File: src/rtl/repeated_sub_divider_pkg.sv
// Shared definitions for the repeated-subtraction divider: default width,
// FSM state encoding and the quotient reported on a zero divisor.
package repeated_sub_divider_pkg;

  localparam int WIDTH_DEFAULT = 4;

  typedef enum logic [1:0] {
    ST_IDLE = 2'b00,
    ST_SUB  = 2'b01,
    ST_DONE = 2'b10
  } state_e;

  localparam logic [WIDTH_DEFAULT-1:0] DIV0_QUOTIENT = {WIDTH_DEFAULT{1'b1}};

endpackage

File: src/rtl/repeated_sub_divider_sub_unit4.sv
// Combinational WIDTH-bit subtractor; borrow_out_o doubles as the a<b compare.
module sub_unit4 #(
  parameter int WIDTH = 4
) (
  input  logic [WIDTH-1:0] a_i,
  input  logic [WIDTH-1:0] b_i,
  output logic [WIDTH-1:0] diff_o,
  output logic             borrow_out_o
);

  logic [WIDTH:0] wide_diff_s;

  // One extra bit captures the borrow of the modulo-2^WIDTH difference
  assign wide_diff_s  = {1'b0, a_i} - {1'b0, b_i};
  assign diff_o       = wide_diff_s[WIDTH-1:0];
  assign borrow_out_o = wide_diff_s[WIDTH];

endmodule

File: src/rtl/repeated_sub_divider.sv
// Sequential unsigned divider: subtracts the captured divisor once per clock
// until the working remainder drops below it, counting subtractions as quotient.
module repeated_sub_divider
  import repeated_sub_divider_pkg::*;
#(
  parameter int WIDTH = WIDTH_DEFAULT
) (
  input  logic             clk,
  input  logic             reset,
  input  logic             start,
  input  logic [WIDTH-1:0] dividend,
  input  logic [WIDTH-1:0] divisor,
  output logic             busy,
  output logic             done,
  output logic             div_by_zero,
  output logic [WIDTH-1:0] quotient,
  output logic [WIDTH-1:0] remainder
);

  localparam logic [WIDTH-1:0] ONE     = {{(WIDTH-1){1'b0}}, 1'b1};
  localparam logic [WIDTH-1:0] ZERO    = {WIDTH{1'b0}};
  localparam logic [WIDTH-1:0] ALL_ONE = {WIDTH{1'b1}};

  state_e           state_q, state_d;
  logic [WIDTH-1:0] rem_q, rem_d;
  logic [WIDTH-1:0] div_q, div_d;
  logic [WIDTH-1:0] quo_q, quo_d;
  logic             busy_q, busy_d;
  logic             done_q, done_d;
  logic             dbz_q, dbz_d;

  logic [WIDTH-1:0] diff_s;
  logic             borrow_s;
  logic             div_zero_s;

  sub_unit4 #(.WIDTH(WIDTH)) u_sub (
    .a_i          (rem_q),
    .b_i          (div_q),
    .diff_o       (diff_s),
    .borrow_out_o (borrow_s)
  );

  assign div_zero_s = (divisor == ZERO);

  // State and datapath registers; reset clears any operation in flight
  always_ff @(posedge clk or negedge reset) begin
    if (!reset) begin
      state_q <= ST_IDLE;
      rem_q   <= ZERO;
      div_q   <= ZERO;
      quo_q   <= ZERO;
      busy_q  <= 1'b0;
      done_q  <= 1'b0;
      dbz_q   <= 1'b0;
    end else begin
      state_q <= state_d;
      rem_q   <= rem_d;
      div_q   <= div_d;
      quo_q   <= quo_d;
      busy_q  <= busy_d;
      done_q  <= done_d;
      dbz_q   <= dbz_d;
    end
  end

  // Next-state logic
  always_comb begin
    state_d = state_q;
    case (state_q)
      ST_IDLE: begin
        if (start) begin
          state_d = div_zero_s ? ST_DONE : ST_SUB;
        end else begin
          state_d = ST_IDLE;
        end
      end
      ST_SUB: begin
        if (borrow_s) begin
          state_d = ST_DONE;
        end else begin
          state_d = ST_SUB;
        end
      end
      ST_DONE: state_d = ST_IDLE;
      default: state_d = ST_IDLE;
    endcase
  end

  // Datapath and output-register updates; a borrow means rem_q < div_q
  always_comb begin
    rem_d  = rem_q;
    div_d  = div_q;
    quo_d  = quo_q;
    busy_d = busy_q;
    dbz_d  = dbz_q;
    done_d = 1'b0;
    case (state_q)
      ST_IDLE: begin
        if (start) begin
          rem_d  = dividend;
          div_d  = divisor;
          quo_d  = div_zero_s ? ALL_ONE : ZERO;
          dbz_d  = div_zero_s;
          busy_d = !div_zero_s;
          done_d = div_zero_s;
        end else begin
          done_d = 1'b0;
        end
      end
      ST_SUB: begin
        if (!borrow_s) begin
          rem_d = diff_s;
          quo_d = quo_q + ONE;
        end else begin
          busy_d = 1'b0;
          done_d = 1'b1;
        end
      end
      ST_DONE: done_d = 1'b0;
      default: begin
        busy_d = 1'b0;
        done_d = 1'b0;
      end
    endcase
  end

  assign busy        = busy_q;
  assign done        = done_q;
  assign div_by_zero = dbz_q;
  assign quotient    = quo_q;
  assign remainder   = rem_q;

endmodule
File: config.mk
export PLATFORM = sky130hd
export DESIGN_NAME = repeated_sub_divider
export DESIGN_NICKNAME = d
export VERILOG_FILES = /design/src/rtl/repeated_sub_divider_pkg.sv /design/src/rtl/repeated_sub_divider_sub_unit4.sv /design/src/rtl/repeated_sub_divider.sv
export SDC_FILE = /design/constraint.sdc
export NUM_CORES = 1
export LEC_CHECK = 0
export ABC_AREA = 1
export BUFFER_PORTS_ARGS = -buffer_cell sky130_fd_sc_hd__buf_4
export CAP_MARGIN = 10
export CORE_UTILIZATION = 52
export CTS_CLUSTER_SIZE = 40
export DETAILED_ROUTE_END_ITERATION = 10
export HOLD_SLACK_MARGIN = 0.1
export PLACE_DENSITY_LB_ADDON = 0.25
export SLEW_MARGIN = 40
export SYNTH_ARGS = -nofsm -noshare
export SYNTH_HDL_FRONTEND = slang
export SYNTH_SLANG_ARGS = --single-unit
File: constraint.sdc
create_clock -name clk -period 1.88 [get_ports clk]
set_input_delay 0.094 -clock clk [delete_from_list [all_inputs] [get_ports clk]]
set_output_delay 0.094 -clock clk [all_outputs]
set_load 0.1 [all_outputs]
==> results list, run 1 <==
* Number of antenna-violating nets in the routed design: 0
- Clock Path Buffers: 2
- Biggest area contributors in the synthesized netlist: dfrtp_1 42%, nand2_1 12%, ha_1 6.6%
- The most used flip-flop cell after synthesis is dfrtp_1.
- Setup repair after global routing left no endpoint under its margin.
* TritonCTS Buffers: 3
* Largest net degree at the start of global routing: 18
- After floorplanning, the core was divided into 15 placement rows.
- The run finished with clean final reports.
- The largest single stage delay on the critical path is 0.48 ns.
- Clock slew at the register clock pins of the worst setup and hold paths: 0.10 ns
* Mean area per synthesized cell: 8.60 um2
* Adder and majority gate portion of the synthesized area: 8.65%
- Measured along the y axis, the die boundary spans 44.8 um.
* # H-tree levels: 1
* Drt total wl: 1990 um
- Startpoint type of the worst setup path: register
- Final setup vio count: 0
- During placement, the flow inserted port buffers numbering 21.
- Width of the die: 44.8 um
* Total number of vias: 823
- The worst path uses 94.5% of the clock period.
- Post-synth cell types: 22
- Compound-cell area share of the yosys netlist: 10.1%
- The signal on the critical path passes through inv_2, ha_1, inv_1, fa_2, nand3_2, nand2_2, nand2_4, nand2_8, nand2_1, o21ai_2.
* Total number of clock tree sinks: 16
- Clock latency of the later-clocked register in the worst-skew pair: 0.29 ns
- Before antenna repair, the detailed router went through 4 iterations.
* Root buf cell: clkbuf_4
* Final hold viol count: 0
- For the pin with the worst max-slew slack, the measured transition is 0.278 ns.
* Final Max Slew Viols: 0
* Yosys warning count: 0
* Ratio of cells with drive above 1 in the final layout: 31.6%
- Post-cts repair resize count: 0
- Number of max-cap violations: 0
* Final HPWL from detailed placement: 1520 um
* Routability congestion estimate: 0.808
* Critical path type: reg -> reg
- For the worst setup path, the data arrival time is 1.96 ns.
- Fin Setup TNS: 0 ns
* Proportion of netlist area held by the largest area contributor: 41.9%
- List of most frequent post-synthesis cells: 30 x nand2_1, 16 x dfrtp_1, 12 x nand3_1, 10 x inv_1
* Synthesized area: 955 um2
- In the synthesized netlist, mux cells make up 0% of the area.
- GRT Util Overall: 23.3%
* Xor/xnor share of the synthesized area: 1.83%
- Clock tree from TritonCTS: yes
- Remaining global-route overflow: 0
* Number of enable flip-flop cells after synthesis: 0
* Async set-reset flop share out of synthesis: 100%
* Post-layout nets: 155
- DRC marker count from the first detailed-route iteration: 22
* Post-Place Cells: 155
- Synthesis handed over a netlist of 111 instances.
* Peak clock frequency supported by timing: 0.563 GHz
- Measured in cells, the most critical reg-to-reg path has a length of 10.
- In the post-synthesis netlist, the cell with the most instances is nand2_1.
- Cell type with the largest total area after synthesis: dfrtp_1
- After the flow finishes, the layout carries non-filler instances totaling 161.
- The worst setup path is captured at a register.
* Setup slack, reg-to-reg: 0.10 ns
- The synthesized design contains 16 register bits.
* Starting density of the core: 55.3%
- The number of global-route vias before repair was 776.
* Max-slew headroom: 81.6%
- Crit path max-delay cell type: dfrtp_4
* Area enclosed by the die boundary: 2010 um2
* Post-synth net total: 128
- After detailed routing, the number of vias per cell comes to 5.11.
* Worst min-delay path class: in -> reg
* Core area: 1730 um2
- Clock skew on the completed layout was measured at 0.00463 ns.
* Worst Path Required: 2.06 ns
- Buffers added to address setup during post-CTS repair amount to 0.
- Sequential element share of the synthesized area: 41.9%
- The number of antenna violations at the first check in global routing came to 0.
* IO Count: 22
- Area growth, synth to finish: 24.0%
- 0 antenna diodes ended up in the layout.
* DRC violation count after routing: 0
- Wire length of the first global-routing pass: 3340 um
- Counting I/O delays and the setup requirement, the final critical path takes 1.78 ns.
* Hold Path Depth: 3
- In the final routed layout, each cell accounts on average for 12.4 um.
- After synthesis, the largest family of logic cells by area is simple AND/OR/NAND/NOR gates.
* Crit path max fanout: 10
- Of the total synthesized cell area, the portion taken by AND, OR, NAND and NOR gates is 30.8%.
-- cells in the final DEF (no fill, tap or decap), types with 3 or more instances in the layout --
cell           synthesis  routed
a21oi_1                5       5
buf_4                  0      21
clkbuf_4               0       3
dfrtp_1               16      12
dfrtp_2                0       3
dlygate4sd3_1          0       3
ha_1                   5       5
inv_1                 10       9
nand2_1               30      30
nand3_1               12      12
nor2_1                 4       4
o21ai_0                5       5
o21ai_1                4       4
-- metrics by stage --
step	hold slack [ns]	area, um2	util (%)	setup WS, ns
finish	0.0961	1180	68.6	0.104
global route	0.122	1180	68.6	0.00504
CTS	0.102	1180	68.6	0.109
detailed placement	-0.0316	1130	65.5	0.129
global placement	-0.0373	1130	65.5	0.181
floorplan	-0.202	965	-	0.0371
-- per-layer routing --
layer / share of wire, % / global-route usage, % / vias up
li1: - / - / 418
met1: 45 / 30.7 / 372
met2: 48 / 36.8 / 23
met3: 4.2 / 3.20 / 10
met4: 2.7 / 13.3 / 0
met5: 0 / 0 / -
-- area by class of cell --
| type | count | area [um2] |
|---|---|---|
| flip-flops and latches | 16 | 408 |
| well taps | 25 | 31.3 |
| repair buffers | 24 | 188 |
| inverters | 11 | 41.3 |
| multi-input cells | 82 | 493 |
| clock buffers | 3 | 22.5 |
| fillers | 153 | 543 |
-- kinds of logic after synthesis --
kind of cell	count (synthesis)
xor gates and xnor gates	2
DFF	16
and+or+nand+nor	57
buffers and inverters	13
adders and majority gates	6
AOI/OAI and AO/OA	17
-- final timing paths --
kind	startpoint	to
max in group asynchronous	reset	remainder[0]$_DFFE_PN0P_
setup reg to reg	remainder[0]$_DFFE_PN0P_	quotient[3]$_DFFE_PN0P_
hold reg to reg	div_by_zero$_DFFE_PN0P_	div_by_zero$_DFFE_PN0P_
setup / recovery	remainder[0]$_DFFE_PN0P_	quotient[3]$_DFFE_PN0P_
min in group asynchronous	reset	div_q[2]$_DFFE_PN0P_
hold / removal	divisor[3]	div_q[3]$_DFFE_PN0P_
-- critical path: cells and delay by family (launching register included) --
family / cells / cell delay (ns)
compound gates: 1 / 0.05
fa+ha+maj: 2 / 0.51
flops: 1 / 0.48
buf+inv: 2 / 0.13
simple gates: 5 / 0.50
-- state kept, by name (all words and copies together) (netlist names) --
signal and cells:
done 1, div_q 4, div_by_zero 1, quotient 4
state_q 1, remainder 4, busy 1
-- repair_timing --
action,4_1_cts,5_1_grt
hold endpoints to repair,18,0
hold buffers,3,0
setup endpoints to repair,0,0
Power of run 1 is not shown: default switching activity piles up to over one toggle a cycle in this logic, so the estimate is an artifact.
==> inputs of run 2 (changes only) <==
--- a/config.mk
+++ b/config.mk
@@ -8,6 +8,7 @@
 export ABC_AREA = 1
 export BUFFER_PORTS_ARGS = -buffer_cell sky130_fd_sc_hd__buf_4
 export CAP_MARGIN = 10
+export CORE_MARGIN = 3
 export CORE_UTILIZATION = 52
 export CTS_CLUSTER_SIZE = 40
 export DETAILED_ROUTE_END_ITERATION = 10
==> results list, run 2 (synthesized netlist as in run 1, its figures left out) <==
* Number of iterations in the first detailed-routing pass: 4 (unchanged)
* Width of the die: 48.8 um (was 44.8 um)
* Post-Place Cells: 154 (was 155)
* Number of max-cap violations: 0 (unchanged)
- The nature of the critical path endpoint was a register (unchanged).
* Via count of the first global-routing pass: 855 (was 776)
- The standard-cell row count was 14 (was 15).
- The number of routed nets with antenna violations is 0 (unchanged).
- The first-pass GRT wire length is 3770 um (was 3340 um).
* DRC violation count after routing: 0 (unchanged)
- Antenna violations before repair: 0 (unchanged)
- The critical path class was reg -> reg (unchanged).
* Fin Setup TNS: 0 ns (unchanged)
* Post-layout nets: 160 (was 155)
* Most common cell after layout, fill and taps aside: nand2_1 (unchanged)
* Routability congestion estimate: 0.878 (was 0.808)
- The number of clock sinks was 16 (unchanged).
- Peak clock frequency supported by timing: 0.566 GHz (was 0.563 GHz)
- The type of origin of the critical path was a register (unchanged).
- Clock latency of the later-clocked register in the worst-skew pair: 0.29 ns (about the same)
* Fill cells: 124 (was 153)
* Ratio of cells with drive above 1 in the final layout: 31.0% (was 31.6%)
- Number of vias per cell: 5.10 (was 5.11)
* Final hold viol count: 0 (unchanged)
* Commonest cells after routing, fill and taps aside: 30 x nand2_1, 21 x buf_4, 12 x nand3_1, 12 x dfrtp_1, 9 x inv_1 (unchanged)
- The violation count after the first detailed-routing iteration is 20 (was 22).
- The overall global routing resource usage was 20.5% (was 23.3%).
- The number of I/O pins is 22 (unchanged).
- The count of vias placed by the detailed router came to 847 (was 823).
* Starting density of the core: 59.2% (was 55.3%)
- The data arrival time of the critical path was 1.96 ns (about the same).
* Drt total wl: 2160 um (was 1990 um)
* Final core occ: 77.3% (was 68.6%)
- The worst path buffer plus inverter count was 2 (unchanged).
* TritonCTS Buffers: 3 (unchanged)
- The height of the die was 48.8 um (was 44.8 um).
- Pin slew with the least headroom to its limit: 0.283 ns (was 0.278 ns)
- Max-slew headroom: 81.3% (was 81.6%)
* Worst min-delay path class: in -> reg (unchanged)
- Final setup vio count: 0 (unchanged)
* Crit path max-delay cell type: dfrtp_4 (unchanged)
- Crit path max fanout: 10 (unchanged)
- The maximum level of the CTS H-tree was 1 (unchanged).
- The total congestion overflow after global routing is 0 (unchanged).
- The TritonCTS clock tree is yes (unchanged).
* Final HPWL from detailed placement: 1490 um (was 1520 um)
- The die area was 2390 um2 (was 2010 um2).
- Final Max Slew Viols: 0 (unchanged)
* Worst Path Required: 2.07 ns (was 2.06 ns)
- Largest net degree at the start of global routing: 18 (unchanged)
- Sequence of cells on the critical path: inv_2, ha_1, inv_1, fa_2, nand3_2, nand2_2, nand2_4, nand2_8, nand2_1, o21ai_2 (unchanged).
- Multi-input gate area: 493 um2 (unchanged)
- Worst setup skew after layout: 0.00161 ns (was 0.00463 ns)
- The post-CTS clock slew at the launch and capture registers of the worst setup and hold paths came to 0.10 ns (about the same).
- Clock Path Buffers: 2 (unchanged)
* Final period demand of the worst path: 1.77 ns (was 1.78 ns)
- Area growth, synth to finish: 30.5% (was 24.0%)
* Root buf cell: clkbuf_4 (unchanged)
- The cell family with the largest share of critical-path delay is adder cells (unchanged).
- The total of buffers placed on input and output ports came to 21 (unchanged).
- Buffers inserted by post-CTS timing repair: 0 (unchanged)
- Core area: 1610 um2 (was 1730 um2)
- Status: finished clean (unchanged).
* Critical Path Max Stage Delay: 0.49 ns (was 0.48 ns)
* Routed len/inst: 13.0 um (was 12.4 um)
- Share of the cycle needed by the critical path after routing: 94.0% (was 94.5%)
* Area taken by flip-flops and latches: 408 um2 (unchanged)
* Number of diodes: 0 (unchanged)
- Number of cells in the finished layout apart from fillers: 166 (was 161)
- Unrepaired setup endpoints after global routing: no (unchanged)
run 2: path summary, 6_finish.rpt:
path                                          startpoint                  endpoint  slack (ns)  depth (start not counted)
worst max register to register  remainder[0]$_DFFE_PN0P_   quotient[3]$_DFFE_PN0P_        0.11                         10
max in group asynchronous                          reset  remainder[0]$_DFFE_PN0P_        1.50                          2
worst max-delay path            remainder[0]$_DFFE_PN0P_   quotient[3]$_DFFE_PN0P_        0.11                         10
min in group asynchronous                          reset  remainder[1]$_DFFE_PN0P_        0.18                          2
worst min-delay path                         dividend[3]  remainder[3]$_DFFE_PN0P_        0.11                          4
worst min register to register   div_by_zero$_DFFE_PN0P_   div_by_zero$_DFFE_PN0P_        0.50                          2
run 2: layer usage:
metal	vias to the layer above	share of wire (%)	routed length, um	global-route usage [%]
met5	-	0	0	0
met4	0	1.8	38	8.53
met3	5	5.3	114	2.45
met2	27	51	1110	36.0
met1	391	42	896	25.4
li1	424	-	-	-
run 2: cell type report:
class                           count  share of cell area [%]
Clock buffer                        4                    2.91
Inverter                           11                    3.31
Multi-Input combinational cell     82                    39.6
Sequential cell                    16                    32.7
Tap cell                           24                    2.41
Timing Repair Buffer               29                    19.1
run 2: repair_timing:
action / 4_1_cts / 5_1_grt
hold buffers: 8 / 0
hold endpoints to repair: 23 / 0
resized for setup: 0 / 0
run 2: worst min-delay path, delay by kind of cell:
family	cells	cell delay, ns
simple gates	3	0.21
buf+inv	1	0.07
run 2: metrics by stage:
step	setup slack (ns)	cell area, um2	hold slack, ns
finish	0.113	1250	0.111
global route	0.0393	1250	0.130
detailed placement	0.147	1130	-0.0329
CTS	0.122	1250	0.105
global placement	0.183	1130	-0.0379
floorplan	0.0371	965	-0.202
Power of run 2 is left out for the same reason.
==> inputs of run 3 (changes only) <==
--- a/config.mk
+++ b/config.mk
@@ -9,11 +9,12 @@
 export BUFFER_PORTS_ARGS = -buffer_cell sky130_fd_sc_hd__buf_4
 export CAP_MARGIN = 10
 export CORE_MARGIN = 3
-export CORE_UTILIZATION = 52
+export CORE_UTILIZATION = 50
 export CTS_CLUSTER_SIZE = 40
 export DETAILED_ROUTE_END_ITERATION = 10
 export HOLD_SLACK_MARGIN = 0.1
 export PLACE_DENSITY_LB_ADDON = 0.25
+export SKIP_LAST_GASP = 1
 export SLEW_MARGIN = 40
 export SYNTH_ARGS = -nofsm -noshare
 export SYNTH_HDL_FRONTEND = slang
==> results list, run 3 (synthesized netlist as in run 1, its figures left out) <==
* Commonest cells after routing, fill and taps aside: 30 x nand2_1, 22 x buf_4, 12 x nand3_1, 12 x dfrtp_1, 8 x inv_1 (was 30 x nand2_1, 21 x buf_4, 12 x nand3_1, 12 x dfrtp_1, 9 x inv_1)
* Setup slack, reg-to-reg: 0.07 ns (was 0.11 ns)
- Crit path max fanout: 5 (was 10)
- Core area: 1760 um2 (was 1610 um2)
- Sequence of cells on the critical path: inv_4, ha_2, inv_2, fa_2, nand3_2, nand2_4, nand2_8, nand2_4, nand2_1, o21ai_2 (was inv_2, ha_1, inv_1, fa_2, nand3_2, nand2_2, nand2_4, nand2_8, nand2_1, o21ai_2).
* Clock Path Buffers: 2 (unchanged)
- Pin slew with the least headroom to its limit: 0.279 ns (was 0.283 ns)
- The die width was 49.7 um (was 48.8 um).
* Number of buffers and inverters on the critical path: 2 (unchanged)
* Cell family contributing the most delay on the critical path: adder cells (unchanged)
- DRC violation count after routing: 0 (unchanged)
* Number of vias per cell: 5.13 (was 5.10)
- The number of buffers created by CTS came to 3 (unchanged).
- Via count of the first global-routing pass: 836 (was 855)
- The post-CTS clock slew at the launch and capture registers of the worst setup and hold paths is 0.10 ns (about the same).
- The master of the slowest instance on the critical path is dfrtp_4 (unchanged).
- The final weighted congestion of routability-driven global placement is 0.810 (was 0.878).
* Cell seen most often among critical-path stages: nand2_4
* Number of standard-cell rows in the floorplan: 15 (was 14)
- GRT Util Overall: 19.1% (was 20.5%)
- Status: finished clean (unchanged)
* Critical path type: reg -> reg (unchanged)
- Critical Path Max Stage Delay: 0.50 ns (was 0.49 ns)
- Final Max Slew Viols: 0 (unchanged)
- The number of filler cells placed in the layout was 144 (was 124).
* Remaining global-route overflow: 0 (unchanged)
- Worst min-delay path class: in -> reg (unchanged)
- Ratio of cells with drive above 1 in the final layout: 34.8% (was 31.0%)
* Area growth, synth to finish: 31.1% (was 30.5%)
- Worst Path Required: 2.07 ns (about the same)
- The post-layout net count was 159 (was 160).
* Clock latency of the later-clocked register in the worst-skew pair: 0.30 ns (was 0.29 ns)
- The cell count after placement was 155 (was 154).
- Number of max-cap violations: 0 (unchanged)
* Worst setup skew after layout: 0.00632 ns (was 0.00161 ns)
- The share of the clock period used by the worst path after layout is 96.4% (was 94.0%).
- The TritonCTS clock tree was yes (unchanged).
- Cell area after layout: 1250 um2 (about the same)
- Number of iterations in the first detailed-routing pass: 4 (unchanged)
- The die area was 2470 um2 (was 2390 um2).
- Routed len/inst: 13.0 um (about the same)
- Final period demand of the worst path: 1.81 ns (was 1.77 ns)
- The number of routed nets with antenna violations came to 0 (unchanged).
- Antenna violations before repair: 0 (unchanged)
* Number of diodes: 0 (unchanged)
- The number of clock sinks was 16 (unchanged).
- Final setup vio count: 0 (unchanged)
* Arrival time at the worst endpoint: 2.00 ns (was 1.96 ns)
- The nature of the critical path endpoint is a register (unchanged).
- DRC marker count from the first detailed-route iteration: 10 (was 20)
* Final hold viol count: 0 (unchanged)
* Wire length of the first global-routing pass: 3560 um (was 3770 um)
* Most common cell after layout, fill and taps aside: nand2_1 (unchanged)
- The total wire length is 2160 um (about the same).
* IO buf count: 21 (unchanged)
- Startpoint type of the worst setup path: register (unchanged)
* Largest net degree at the start of global routing: 18 (unchanged)
* # H-tree levels: 1 (unchanged)
* Final HPWL from detailed placement: 1560 um (was 1490 um)
- The count of vias placed by the detailed router came to 852 (was 847).
* Starting density of the core: 54.1% (was 59.2%)
* Max-slew headroom: 81.6% (was 81.3%)
- The number of I/O pins was 22 (unchanged).
* Floorplan die height: 49.7 um (was 48.8 um)
* Root buf cell: clkbuf_4 (unchanged)
* Placed inst area: 1130 um2 (about the same)
- Unrepaired setup endpoints after global routing: yes (was no).
- Peak clock frequency supported by timing: 0.552 GHz (was 0.566 GHz)
- The number of standard cells in the final layout excluding fillers was 166 (unchanged).
- The core occupancy in the finished layout was 70.9% (was 77.3%).
-- run 3: final timing paths --
kind                                          start                  endpoint  cells past startpoint
min in group asynchronous                     reset      div_q[2]$_DFFE_PN0P_                      2
setup / recovery           remainder[0]$_DFFE_PN0P_   quotient[3]$_DFFE_PN0P_                     10
hold reg to reg             div_by_zero$_DFFE_PN0P_   div_by_zero$_DFFE_PN0P_                      2
setup reg to reg           remainder[0]$_DFFE_PN0P_   quotient[3]$_DFFE_PN0P_                     10
max in group asynchronous                     reset  remainder[0]$_DFFE_PN0P_                      2
hold / removal                           divisor[3]      div_q[3]$_DFFE_PN0P_                      3
-- run 3: layout make-up --
cell class                      instances  area, um2  area share, %
Inverter                               11       43.8           3.50
Multi-Input combinational cell         84        527           42.1
Sequential cell                        16        408           32.6
Timing Repair Buffer                   26        205           16.4
Clock buffer                            4       36.3           2.90
Tap cell                               25       31.3           2.50
-- run 3: what timing repair did --
action / CTS / global route
hold buffers: 4 / 0
endpoints found under the hold margin: 19 / 0
endpoints found under the setup margin: 0 / 7
setup buffers: 0 / 1
resized for setup: 0 / 5
-- run 3: worst register-to-register path, stage by stage (launching register included) --
cell and delay [ns]:
dfrtp_4 0.50, inv_4 0.07, ha_2 0.17, inv_2 0.05
fa_2 0.40, nand3_2 0.10, nand2_4 0.09, nand2_8 0.11
nand2_4 0.08, nand2_1 0.09, o21ai_2 0.05
-- run 3: through the flow --
step	setup TNS, ns	setup WS, ns	hold slack [ns]
global route	-0.00286	-0.00286	0.106
detailed placement	0	0.107	-0.0347
finish	0	0.0668	0.0970
floorplan	0	0.0371	-0.202
CTS	0	0.0901	0.101
global placement	0	0.178	-0.0363
-- run 3: routing by layer --
metal	track usage (%)	share of wire, %	up-vias
met4	11.5	3.4	0
li1	-	-	429
met1	22.0	43	395
met2	31.9	50	19
met5	0	0	-
met3	4.23	3.8	9
Power of run 3 is left out for the same reason.
